--- src/rtl/sseg_pkg.sv ---
// sseg_pkg: shared constants for the seven-segment scan driver.
//   - default IOBUS addresses of the value and control registers
//   - control-word bit positions and reset value
//   - all-dark segment word and the active-low hex glyph table
package sseg_pkg;

   localparam logic [31:0] VALUE_ADDR_DEF = 32'h1100C004;
   localparam logic [31:0] CTRL_ADDR_DEF  = 32'h1100C008;

   // Control word: [3:0] dp mask, [4] leading-zero blank, [5] display enable
   localparam int unsigned CTRL_LZB = 4;
   localparam int unsigned CTRL_EN  = 5;
   localparam logic [5:0]  CTRL_RST = 6'b100000;

   localparam logic [7:0]  SEG_BLANK = 8'hFF;
   localparam logic [3:0]  AN_OFF    = 4'hF;

   // Active-low segment patterns, bit order g,f,e,d,c,b,a
   localparam logic [6:0] HEX_PAT [16] = '{
      7'h40, 7'h79, 7'h24, 7'h30,   // 0 1 2 3
      7'h19, 7'h12, 7'h02, 7'h78,   // 4 5 6 7
      7'h00, 7'h10, 7'h08, 7'h03,   // 8 9 A b
      7'h46, 7'h21, 7'h06, 7'h0E    // C d E F
   };

endpackage

--- src/rtl/sseg_hex_decode.sv ---
// sseg_hex_decode: combinational nibble to seven-segment glyph.
//   nib : 4-bit hex digit
//   pat : active-low segments g,f,e,d,c,b,a
module sseg_hex_decode
   import sseg_pkg::*;
(
   input  logic [3:0] nib,
   output logic [6:0] pat
);

   assign pat = HEX_PAT[nib];

endmodule

--- src/rtl/sseg_scan_drv.sv ---
// sseg_scan_drv: IOBUS-mapped 4-digit seven-segment scan driver.
//   clk        : system clock (s_clk)
//   rst_n      : asynchronous active-low reset
//   iobus_wr   : write strobe, single-cycle; a write is taken on any posedge
//                where iobus_wr=1 and iobus_addr matches a register address.
//                There is no back-pressure and no read-back.
//   iobus_addr : write address
//   iobus_out  : write data
//   segs       : cathodes, active-low, [7]=dp, [6:0]=g..a
//   an         : anodes, active-low, an[0]=rightmost digit
//
// Firmware writes land in pending registers. At the frame boundary (digit
// 3 -> 0) they are copied into shadow registers that drive the display, so
// a frame never mixes old and new contents.
module sseg_scan_drv
   import sseg_pkg::*;
#(
   parameter int unsigned SCAN_DIV   = 25000,
   parameter logic [31:0] VALUE_ADDR = VALUE_ADDR_DEF,
   parameter logic [31:0] CTRL_ADDR  = CTRL_ADDR_DEF
) (
   input  logic        clk,
   input  logic        rst_n,
   input  logic        iobus_wr,
   input  logic [31:0] iobus_addr,
   input  logic [31:0] iobus_out,
   output logic [7:0]  segs,
   output logic [3:0]  an
);

   localparam logic [15:0] PRE_MAX = 16'(SCAN_DIV - 1);

   logic [15:0] pend_val;
   logic [15:0] shadow_val;
   logic [5:0]  pend_ctrl;
   logic [5:0]  shadow_ctrl;
   logic [15:0] prescaler;
   logic [1:0]  digit;

   logic        tick;
   logic        frame_end;
   logic [1:0]  digit_nxt;
   logic [15:0] val_nxt;
   logic [5:0]  ctrl_nxt;
   logic [3:0]  nib;
   logic [6:0]  pat;
   logic        lead_zero;
   logic        blank;
   logic [3:0]  an_nxt;
   logic [7:0]  segs_nxt;

   logic        unused_data;
   assign unused_data = ^iobus_out[31:16];

   assign tick      = (prescaler == PRE_MAX);
   assign frame_end = tick && (digit == 2'd3);

   // ---------------------------------------------------------------
   // IOBUS write port into the pending registers
   // ---------------------------------------------------------------
   always_ff @(posedge clk or negedge rst_n) begin
      if (!rst_n) begin
         pend_val  <= '0;
         pend_ctrl <= CTRL_RST;
      end else if (iobus_wr) begin
         if (iobus_addr == VALUE_ADDR) pend_val  <= iobus_out[15:0];
         if (iobus_addr == CTRL_ADDR)  pend_ctrl <= iobus_out[5:0];
      end
   end

   // ---------------------------------------------------------------
   // Prescaler, digit sequencer and frame-boundary shadow copy.
   // The shadow copy samples the pending registers before any write on
   // the same edge lands, so a boundary-coincident write waits a frame.
   // ---------------------------------------------------------------
   always_ff @(posedge clk or negedge rst_n) begin
      if (!rst_n) begin
         prescaler   <= '0;
         digit       <= '0;
         shadow_val  <= '0;
         shadow_ctrl <= CTRL_RST;
      end else begin
         if (tick) begin
            prescaler <= '0;
            digit     <= digit_nxt;
         end else begin
            prescaler <= prescaler + 16'd1;
         end
         if (frame_end) begin
            shadow_val  <= pend_val;
            shadow_ctrl <= pend_ctrl;
         end
      end
   end

   // ---------------------------------------------------------------
   // Next-slot output computation. Outputs are registered on the tick,
   // so they are built from the digit and shadow contents that will be
   // in effect after that edge (pending values on a frame boundary).
   // ---------------------------------------------------------------
   always_comb begin
      digit_nxt = digit + 2'd1;
      val_nxt   = frame_end ? pend_val  : shadow_val;
      ctrl_nxt  = frame_end ? pend_ctrl : shadow_ctrl;

      nib       = val_nxt[3:0];
      lead_zero = 1'b0;
      case (digit_nxt)
         2'd0: begin
            nib       = val_nxt[3:0];
            lead_zero = 1'b0;   // rightmost digit always shows, even "0"
         end
         2'd1: begin
            nib       = val_nxt[7:4];
            lead_zero = (val_nxt[15:4] == 12'd0);
         end
         2'd2: begin
            nib       = val_nxt[11:8];
            lead_zero = (val_nxt[15:8] == 8'd0);
         end
         2'd3: begin
            nib       = val_nxt[15:12];
            lead_zero = (val_nxt[15:12] == 4'd0);
         end
         default: begin
            nib       = val_nxt[3:0];
            lead_zero = 1'b0;
         end
      endcase

      // A lit dp on a digit keeps it visible through leading-zero blanking
      blank = !ctrl_nxt[CTRL_EN] ||
              (ctrl_nxt[CTRL_LZB] && lead_zero && !ctrl_nxt[digit_nxt]);

      if (blank) begin
         an_nxt   = AN_OFF;
         segs_nxt = SEG_BLANK;
      end else begin
         an_nxt   = ~(4'b0001 << digit_nxt);
         segs_nxt = {~ctrl_nxt[digit_nxt], pat};
      end
   end

   sseg_hex_decode u_hex (
      .nib (nib),
      .pat (pat)
   );

   // Output register: changes only on tick edges, dark out of reset
   always_ff @(posedge clk or negedge rst_n) begin
      if (!rst_n) begin
         an   <= AN_OFF;
         segs <= SEG_BLANK;
      end else if (tick) begin
         an   <= an_nxt;
         segs <= segs_nxt;
      end
   end

endmodule
--- config.mk ---
export PLATFORM = sky130hd
export DESIGN_NAME = sseg_scan_drv
export DESIGN_NICKNAME = d
export VERILOG_FILES = /design/src/rtl/sseg_pkg.sv /design/src/rtl/sseg_hex_decode.sv /design/src/rtl/sseg_scan_drv.sv
export SDC_FILE = /design/constraint.sdc
export NUM_CORES = 1
export LEC_CHECK = 0
export CAP_MARGIN = 20
export CORE_ASPECT_RATIO = 0.8
export CORE_MARGIN = 10
export CORE_UTILIZATION = 53
export CTS_BUF_LIST = sky130_fd_sc_hd__clkbuf_8
export CTS_CLUSTER_SIZE = 12
export DETAILED_ROUTE_END_ITERATION = 6
export PLACE_DENSITY_LB_ADDON = 0.1
export SETUP_SLACK_MARGIN = 0.15
export SYNTH_ARGS = -nofsm -noshare
export SYNTH_HDL_FRONTEND = slang
export SYNTH_HIERARCHICAL = 1
export SYNTH_SLANG_ARGS = --single-unit
export TNS_END_PERCENT = 1
--- constraint.sdc ---
create_clock -name clk -period 3.4 [get_ports clk]
set_clock_uncertainty 0.1 [all_clocks]
set_input_delay 0.85 -clock clk [delete_from_list [all_inputs] [get_ports clk]]
set_output_delay 0.85 -clock clk [all_outputs]
set_load 0.02 [all_outputs]
==> results of run 1 <==
==> sequential cells by signal, summed over array words and instances, names as in the netlist <==
signal	count
shadow_val	16
shadow_ctrl	6
prescaler	16
an	4
digit	2
segs	8
pend_ctrl	6
pend_val	16
==> final cells by class <==
type                    count  area (sq um)  area share
well taps                  87         108.9     0.02272
flip-flops and latches     74          1869      0.3901
inverters                  31         116.4     0.02428
multi-input cells         224          1758      0.3668
clock buffers               9         123.9     0.02585
repair buffers             75         738.2      0.1540
clock inverters             7         77.57     0.01619
==> per-layer routing <==
| layer | track usage | routed length [microns] | vias up |
|---|---|---|---|
| met5 | 0 | 0 | - |
| met4 | 0.04167 | 84 | 0 |
| met3 | 0.05148 | 435 | 11 |
| met2 | 0.2957 | 4611 | 64 |
| met1 | 0.2143 | 3898 | 1372 |
| li1 | - | - | 1354 |
==> cells in the mapped netlist, types with 2 or more instances <==
master	number
or4b_2	2
o211ai_1	3
and4_1	4
nor4_1	8
a21oi_1	6
nand4_1	4
buf_2	4
xor2_1	4
dfstp_2	14
o21ai_0	7
and2_1	2
o22a_1	4
nor4_4	3
mux2_2	22
nor4b_1	4
nand2b_1	2
mux2i_1	20
nor2_1	24
o22ai_1	4
a31oi_1	11
nand3b_1	2
inv_1	31
dfrtp_1	60
nand4bb_1	2
mux4_2	3
or4_1	2
clkbuf_1	5
and3_1	2
o21ai_1	2
ha_1	13
nand2_1	34
nand3_1	7
xnor2_1	10
==> worst min-delay path by stage <==
| stage | slack [ns] | end | startpoint | depth (start not counted) |
|---|---|---|---|---|
| after floorplan | 0.32 | prescaler[0] | prescaler[0] | 1 |
| after global placement | 0.35 | shadow_ctrl[4] | shadow_ctrl[4] | 2 |
| after detailed placement | 0.35 | prescaler[0] | prescaler[0] | 1 |
| after CTS | 0.36 | prescaler[0] | prescaler[0] | 1 |
| after global routing | 0.38 | shadow_ctrl[2] | rst_n | 1 |
| final | 0.36 | shadow_ctrl[1] | rst_n | 1 |
==> through the flow <==
stage	cells	hold slack [ns]	total power, mW
2_1_floorplan	340	0.3239	0.9009
3_3_place_gp	489	0.3452	0.9780
3_5_place_dp	489	0.3529	0.9802
4_1_cts	505	0.3642	1.674
5_1_grt	507	0.3841	1.721
6_report	507	0.3606	1.659
==> placed cells by master (no fill, tap or decap), types with 4 or more instances in the layout <==
master / Yosys / routed
mux2_2: 22 / 22
dfstp_2: 14 / 14
mux2i_1: 20 / 20
dfrtp_1: 60 / 60
nor2_1: 24 / 24
clkdlybuf4s50_1: 0 / 61
nand2_1: 34 / 34
o22ai_1: 4 / 4
o21ai_0: 7 / 6
clkbuf_8: 0 / 9
a31oi_1: 11 / 11
xor2_1: 4 / 4
buf_4: 1 / 11
a21oi_1: 6 / 6
and4_1: 4 / 4
xnor2_1: 10 / 10
nand4_1: 4 / 4
nor4_1: 8 / 8
ha_1: 13 / 13
nand3_1: 7 / 7
inv_1: 31 / 31
==> logic make-up after synthesis <==
family | after synthesis | synth area share
AO/OA/AOI/OAI | 38 | 0.06244
buffers and inverters | 42 | 0.04592
AND/OR/NAND/NOR | 112 | 0.1797
multiplexers | 47 | 0.1430
XOR/XNOR | 14 | 0.03237
adder cells (fa/ha/maj) | 13 | 0.04295
flip-flops | 74 | 0.4936
==> power by group <==
group | switching [mW] | leakage [nW] | internal (mW)
Sequential | 0.00000000184 | 0.969 | 0.880
Clock | 0.352 | 0.100 | 0.345
Combinational | 0.0280 | 1.22 | 0.0540
Total | 0.380 | 2.29 | 1.28
==> repair_timing <==
action | CTS | global route
buffers inserted | 0 | 2
setup endpoints to repair | 0 | 3
resized for setup | 0 | 4
==> worst max-delay path, delay by kind of cell (launching register included) <==
family,cells,cell delay [ns]
adder cells (fa/ha/maj),2,0.50
AO/OA/AOI/OAI,3,0.51
buffers and inverters,4,0.43
AND/OR/NAND/NOR,2,0.42
multiplexers,2,0.61
flip-flops,1,0.41
==> impl_results.md, run 1 <==
* Hold WC Path Type: in -> async
* Antenna diodes at 0
* Syn Std Cell Area at around 3800 sq um
* CTS Root Cell: clkbuf_8
* Post-DP HPWL at between 6000 and 7000 microns
* Max Cap Violations at 0
* DP Area at approximately 4600 sq um
* GR Overflow Total at 0
* Cells on worst reg2reg path at 13
* Critical Path Start: digit[1]
* First-pass GRT wire length at ~15000 microns
* GRT Util Overall at 0.1743
* Number of synthesized flops with an enable pin at 0
* Post-DRT Antenna Nets at 0
* Dominant synthesized flop cell: dfrtp_1
* Layout fillers at about 520
* Kind of critical path: reg -> reg
* Post-synthesis cell type count at 48
* Status: complete, no violations
* Post-layout net count at 495
* Num CTS Buffers at 9
* Initial core utilization at 0.5469
* Final Cycle Share at 0.9077
* Crit path cell chain: ha_1 -> nor4b_2 -> nand4_1 -> buf_12 -> mux2i_1 -> o22ai_1 -> o22a_1 -> inv_1 -> ha_1 -> inv_1 -> mux4_2 -> inv_1 -> a31oi_1
* Largest area contributor in the netlist: dfrtp_1
* Worst setup margin at 0.3138 ns
* Register area share after synthesis at 0.4936
* Fmax at 324.0 MHz
* Share of cells above drive strength 1 at 0.1976
* Pin count of the biggest net entering global routing at 55
* Syn_area_per_cell at around 11 sq um
* Pins Over Slew Limit at 0
* Leakage at 2.287 nW
* RSZ-0062 raised after global routing: no
* Critical path's slowest cell: mux4_2
* Share of the synthesized area in the top cell type at 0.3964
* Cell count after synthesis at 340
* GP Congestion at ~0.89
* Setup Total Neg Slack at 0 ns
* Clk buf depth at 2
* Ys async rst share at 1.000
* Synth top area cells: dfrtp_1, dfstp_2, mux2_2, mux2i_1, ha_1
* Core footprint at 6925 sq um
* Routed via count at approximately 2800
* Post-route DRC at 0
* Initial antenna violation count at 0
* # IOs at 79
* Row count at 27
* WP data required at between 3 and 4 ns
* Worst-Margin Slew at between 0.9 and 1 ns
* Crit Reg-Reg Endpoint: segs[3]
* Most common cell type on the critical path: inv_1
* Final wirelength at about 9000 microns
* CTS tree: yes
* Finished Core Util at 0.6920
* H-Tree Depth at 3
* Design Area, Final at between 4000 and 5000 sq um
* Via density at ~5.5
* Syn_nets at 420
* Final setup vio count at 0
* PD cells at 346.2 nW/um^2
* YS warnings at 6
* Worst EP arrival at approximately 3.2 ns
* Die area at 10950 sq um
* Reg-to-reg setup timing slack at ~0.31 ns
* Die height at approximately 96 microns
* Hold buffer count at CTS at 0
* Die X-Extent at 114.5 microns
* Minimum clock period at between 3 and 4 ns
* Clk sinks at 74
* DR iter-0 viols at between 100 and 150
* Pre-CTS setup slack at roughly 0.21 ns
* Buffers on Ports at 62
* CP max stage delay at 0.46 ns
* CP startpoint kind: flop
* Vias in the first global route at approximately 2900
* 1st-pass router iterations at 4
* Worst Setup EP: segs[3]
* CP Capture Type: flop
* Clk pin slew, worst setup/hold paths at approximately 0.08 ns
* Hold Violations, Final at 0
* Worst-Skew Late Latency at 0.35 ns
* CP max FO at 23
* Seq cells post-synth at 74
* Layout Area Growth over Synthesis at 26.53%
* R2r startpoint: digit[1]
* Post-DR wirelength/cell at about 18 microns
* Rel. slew slack at 0.3839
* VDD IR-drop max at between 0.2 and 0.3 mV
Note: power is estimated with default switching activity, not from simulation.
==> run 2: changes to the inputs <==
--- a/config.mk
+++ b/config.mk
@@ -8,7 +8,7 @@
 export CAP_MARGIN = 20
 export CORE_ASPECT_RATIO = 0.8
 export CORE_MARGIN = 10
-export CORE_UTILIZATION = 53
+export CORE_UTILIZATION = 48
 export CTS_BUF_LIST = sky130_fd_sc_hd__clkbuf_8
 export CTS_CLUSTER_SIZE = 12
 export DETAILED_ROUTE_END_ITERATION = 6
==> constraint.sdc (replaced) <==
create_clock -name clk -period 2.81 [get_ports clk]
set_clock_uncertainty 0.1 [all_clocks]
set_input_delay 0.7025 -clock clk [delete_from_list [all_inputs] [get_ports clk]]
set_output_delay 0.7025 -clock clk [all_outputs]
set_load 0.02 [all_outputs]
==> run 2 against run 1 <==
Against the previous run: the run now ends with setup timing left; global-route usage shrank 1.5 points; clock power grew 29%; die area grew 8.4%; highest routed layer unchanged.
==> impl_results.md, run 2 (same netlist as run 1, synthesis figures left out) <==
* Kind of critical path: reg -> reg
* Worst setup margin at -0.08067 ns
* Met1 Use GR at 0.1971
* Final setup vio count at 4
* Leakage at 2.451 nW
* Max Cap Violations at 0
* PD cells at just under 400 nW/um^2
* CTS tree: yes
* Final wirelength at between 9000 and 10000 microns
* Dpl cells at roughly 540
* Post-route DRC at 0
* Commonest non-fill, non-tap cell in the layout: clkdlybuf4s50_1
* Gr busiest metal: met2
* Post-DR wirelength/cell at roughly 16 microns
* Die X-Extent at ~120 microns
* CP max FO at 5
* Worst-Margin Slew at ~0.53 ns
* GR Overflow Total at 0
* Initial antenna violation count at 0
* Buffers on Ports at between 60 and 70
* Critical Path Start: prescaler[11]
* Design Area, Final at roughly 5200 sq um
* First-pass GRT wire length at between 15000 and 20000 microns
* Clk buf depth at 2
* Pin count of the biggest net entering global routing at 75
* DP Area at 4895 sq um
* Clk sinks at 74
* Fmax at 345.9 MHz
* Clk pin slew, worst setup/hold paths at 0.08 ns
* Post-layout net count at 532
* Regs by FF count: pend_val: 16 flops, prescaler: 16 flops, shadow_val: 16 flops
* Row count at 28
* Final Cycle Share at 1.029
* GRT Util Overall at 0.1590
* Core footprint at about 7500 sq um
* Worst Setup EP: segs[3]
* CP Capture Type: flop
* Hold WC Path Type: in -> async
* Post-DRT Antenna Nets at 0
* GP Congestion at 0.8789
* Setup Total Neg Slack at -0.1493 ns
* Crit Reg-Reg Endpoint: segs[3]
* Vias in the first global route at about 3000
* Reg-to-reg setup timing slack at -0.08 ns
* Minimum clock period at a little under 3 ns
* Pins Over Slew Limit at 0
* Failing checks: setup timing
* Via density at between 5 and 6
* Post-route insts no fill at 562
* Hold Violations, Final at 0
* H-Tree Depth at 3
* Most frequent cells in the layout: clkdlybuf4s50_1, dfrtp_1, buf_4
* Met2 Use GR at 0.2633
* # IOs at 79
* WP data required at 2.98 ns
* CP startpoint kind: flop
* Worst EP arrival at 3.06 ns
* Antenna diodes at 0
* RSZ-0062 raised after global routing: yes
* Worst-Skew Late Latency at 0.35 ns
* Layout Area Growth over Synthesis at 37.10%
* Rel. slew slack at 0.6407
* Status: finished with violations
* Initial core utilization at 0.5028
* DR iter-0 viols at between 100 and 150
* Die area at roughly 12000 sq um
* Hold slack at 0.2710 ns
* Num CTS Buffers at 9
* Die height at roughly 99 microns
* Share of cells above drive strength 1 at 0.2932
* Cells on worst reg2reg path at 12
* M3 GR Usage at 0.04689
* 1st-pass router iterations at 4
* Routed via count at ~2900
* VDD IR-drop max at 0.3037 mV
* Post-DP HPWL at ~6900 microns
* Pre-CTS setup slack at -0.1393 ns
* CTS Root Cell: clkbuf_8
* R2r startpoint: prescaler[11]
run 2: cell types whose count changed in the layout (fill, tap and decap cells not counted), sizes merged:
cell    delta
buf       +37
clkinv     -1
bufinv     +1
run 2: cell type report:
cell class	instances	area, sq um
Multi-Input combinational cell	224	1828
Clock inverter	7	93.84
Tap cell	105	131.4
Sequential cell	74	1871
Clock buffer	9	123.9
Fill cell	578	2340
Timing Repair Buffer	112	1028
Inverter	31	116.4
run 2: worst max-delay path, cell delays in order (launching register included):
cell     delay [ns]
dfrtp_1        0.42
nor4b_4        0.34
nand4_1        0.20
buf_4          0.21
mux2i_1        0.14
o22ai_1        0.19
o22a_2         0.22
inv_2          0.07
ha_4           0.27
inv_2          0.03
mux4_2         0.45
inv_1          0.07
a31oi_1        0.08
run 2: worst min path at each step:
| stage | cells past startpoint | end |
|---|---|---|
| CTS | 2 | prescaler[11] |
| detailed placement | 2 | shadow_ctrl[4] |
| global placement | 2 | shadow_ctrl[2] |
| floorplan | 0 | digit[0] |
| finish | 2 | pend_ctrl[0] |
| global route | 2 | pend_ctrl[0] |
run 2: stage by stage:
stage | utilization | total power, mW
final | 0.6894 | 2.062
after global routing | 0.6894 | 2.133
after CTS | 0.6877 | 2.088
after detailed placement | 0.6498 | 1.185
after global placement | 0.6498 | 1.184
after floorplan | - | 1.090
run 2: power by group:
part / leakage [nW] / internal [mW] / total (mW) / switching [mW]
Combinational: 1.37 / 0.0654 / 0.0979 / 0.0325
Sequential: 0.967 / 1.07 / 1.07 / 0.00000000251
Clock: 0.111 / 0.499 / 0.899 / 0.400
run 2: metal layers:
layer / vias to the layer above / share of wire
li1: 1424 / -
met1: 1419 / 0.47
met2: 35 / 0.49
met3: 9 / 0.032
met4: 0 / 0.011
met5: - / 0
run 2: timing repair:
item                                    4_1_cts  5_1_grt
hold buffers                                  0        0
pin swaps                                     7        3
setup buffers                                 3        0
gates resized for setup                      11        2
endpoints found under the setup margin        7        7
==> run 3: changes to the inputs <==
--- a/config.mk
+++ b/config.mk
@@ -8,7 +8,7 @@
 export CAP_MARGIN = 20
 export CORE_ASPECT_RATIO = 0.8
 export CORE_MARGIN = 10
-export CORE_UTILIZATION = 48
+export CORE_UTILIZATION = 45
 export CTS_BUF_LIST = sky130_fd_sc_hd__clkbuf_8
 export CTS_CLUSTER_SIZE = 12
 export DETAILED_ROUTE_END_ITERATION = 6
==> constraint.sdc (replaced) <==
create_clock -name clk -period 2.6 [get_ports clk]
set_clock_uncertainty 0.1 [all_clocks]
set_input_delay 0.65 -clock clk [delete_from_list [all_inputs] [get_ports clk]]
set_output_delay 0.65 -clock clk [all_outputs]
set_load 0.02 [all_outputs]
==> run 3 against run 2 <==
Against the previous run: the run still ends with setup timing left; global-route usage fell by 0.53 points; die area rose by 5.4%; count of clock-buffer cells in the layout did not move; non-clock buffer count rose by 6; first-iteration DRC count rose by 35%; largest cell class is now multi-input gates; combinational power rose by 12%; sequential power rose by 7%; critical path depth fell by 1; utilization fell by 2.4 points; flip-flop and latch count did not move; register-to-register slack got worse by 0.15 ns; via count rose by 1.6%.
==> impl_results.md, run 3 (same netlist as run 1, synthesis figures left out) <==
* Share of cells above drive strength 1 at 0.3045
* Leakage at between 2 and 3 nW
* H-Tree Depth at 3
* Final setup vio count at 7
* DP Area at ~5000 sq um
* CP max FO at 4
* Via density at a little over 5
* Post-route DRC at 0
* Die height at a little over 100 microns
* DR iter-0 viols at between 150 and 200
* First-pass GRT wire length at between 15000 and 20000 microns
* Die area at about 13000 sq um
* CP bufs+invs at 3
* Buffers on Ports at between 60 and 70
* Gr busiest metal: met2
* Row count at 29
* Critical path's slowest cell: or4b_4
* Failing checks: setup timing
* Post-DRT Antenna Nets at 0
* RSZ-0062 raised after global routing: yes
* Initial antenna violation count at 0
* # IOs at between 70 and 80
* Kind of critical path: reg -> reg
* Worst-Skew Late Latency at about 0.35 ns
* Crit path cell chain: or4b_4 -> nor4_4 -> nand2_1 -> nand2_1 -> o22a_1 -> inv_2 -> ha_1 -> inv_1 -> mux4_2 -> inv_1 -> a31oi_1
* VDD IR-drop max at roughly 0.26 mV
* Worst EP arrival at ~3 ns
* Met2 Use GR at 0.2479
* Final wirelength at a little over 9000 microns
* 1st-pass router iterations at 5
* Regs by FF count: pend_val: 16 flops, prescaler: 16 flops, shadow_val: 16 flops
* Clk buf depth at 2
* GR Overflow Total at 0
* Clk pin slew, worst setup/hold paths at 0.08 ns
* CP max stage delay at 0.55 ns
* Worst-Margin Slew at 0.3832 ns
* Max Cap Violations at 0
* CP startpoint kind: flop
* Antenna diodes at 0
* CTS tree: yes
* Rel. slew slack at 0.7422
* Vias in the first global route at 2986
* Design Area, Final at between 5000 and 6000 sq um
* Most frequent cells in the layout: dfrtp_1, clkdlybuf4s50_1, buf_4
* CP Capture Type: flop
* Clk sinks at 74
* Num CTS Buffers at 9
* Routed via count at 2934
* Die X-Extent at roughly 120 microns
* Setup Total Neg Slack at -0.8437 ns
* Initial core utilization at 0.4702
* Post-DR wirelength/cell at 16.29 microns
* GP Congestion at about 0.9
* Worst setup margin at -0.2299 ns
* Family with the most delay on the worst path: simple AND/OR/NAND/NOR gates
* Minimum clock period at 2.830 ns
* PD cells at between 400 and 500 nW/um^2
* Fmax at ~350 MHz
* Layout Area Growth over Synthesis at 41.43%
* Pwr Total at 2.315 mW
* Pin count of the biggest net entering global routing at 75
* Hold WC Path Type: in -> async
* Status: finished with violations
* Pins Over Slew Limit at 0
* WP data required at 2.77 ns
* Met1 Use GR at 0.1963
* CTS Root Cell: clkbuf_8
* M3 GR Usage at 0.04077
* Post-DP HPWL at just under 7000 microns
* Hold Violations, Final at 0
* Hold buffer count at CTS at 0
* Final Cycle Share at 1.088
* GRT Util Overall at 0.1538
* Core footprint at 8055 sq um
* Post-layout net count at 538
[run 3: cell count changes in the layout (fill, tap and decap cells not counted), sizes merged]
cell / change
bufinv: +1
inv: -1
clkdlybuf4s50: -3
buf: +6
dlymetal6s2s: +3
[run 3: final cells by class]
type	instances	area, sq um
tap	108	135.1
clock buffer	9	123.9
clock inverter	7	110.1
multi-input combinational	224	1919
inverter	31	116.4
timing repair buffer	118	1080
sequential	74	1872
fill	629	2699
[run 3: per-stage QoR]
stage | std cells | util | hold slack, ns | worst slack [ns]
3_3_place_gp | 552 | 0.6121 | 0.3478 | -0.2486
6_report | 571 | 0.6650 | 0.2298 | -0.2299
4_1_cts | 571 | 0.6502 | 0.2392 | -0.2370
2_1_floorplan | 340 | - | 0.2544 | -0.2933
5_1_grt | 571 | 0.6650 | 0.2364 | -0.3761
3_5_place_dp | 552 | 0.6121 | 0.3574 | -0.3114
[run 3: final timing paths]
kind | start | depth (start not counted) | slack [ns] | end
setup / recovery | prescaler[11] | 11 | -0.23 | segs[3]
hold / removal | rst_n | 2 | 0.23 | shadow_val[2]
max in group asynchronous | rst_n | 2 | 1.84 | segs[0]
setup reg to reg | prescaler[11] | 11 | -0.23 | segs[3]
hold reg to reg | shadow_ctrl[1] | 2 | 0.37 | shadow_ctrl[1]
min in group clk | shadow_ctrl[1] | 2 | 0.37 | shadow_ctrl[1]
[run 3: timing repair]
action	CTS	global route
pin swaps	4	4
setup endpoints to repair	7	32
resized for setup	11	26
buffers inserted	3	0
[run 3: metal layers]
layer	routed length, microns	vias up
met4	130	0
met1	4350	1440
met3	345	11
li1	-	1433
met2	4475	50
met5	0	-
[run 3: where the power goes]
part	switching, mW	leakage (nW)	internal [mW]
Sequential	0.00000000277	0.965	1.15
Combinational	0.0383	1.46	0.0721
Clock	0.424	0.118	0.629
Total	0.463	2.55	1.85
[run 3: worst reg2reg max path: stages (launching register included)]
cell and delay [ns]:
dfrtp_2 0.45, or4b_4 0.55, nor4_4 0.26, nand2_1 0.09
nand2_1 0.14, o22a_1 0.21, inv_2 0.07, ha_1 0.27
inv_1 0.05, mux4_2 0.44, inv_1 0.07, a31oi_1 0.07
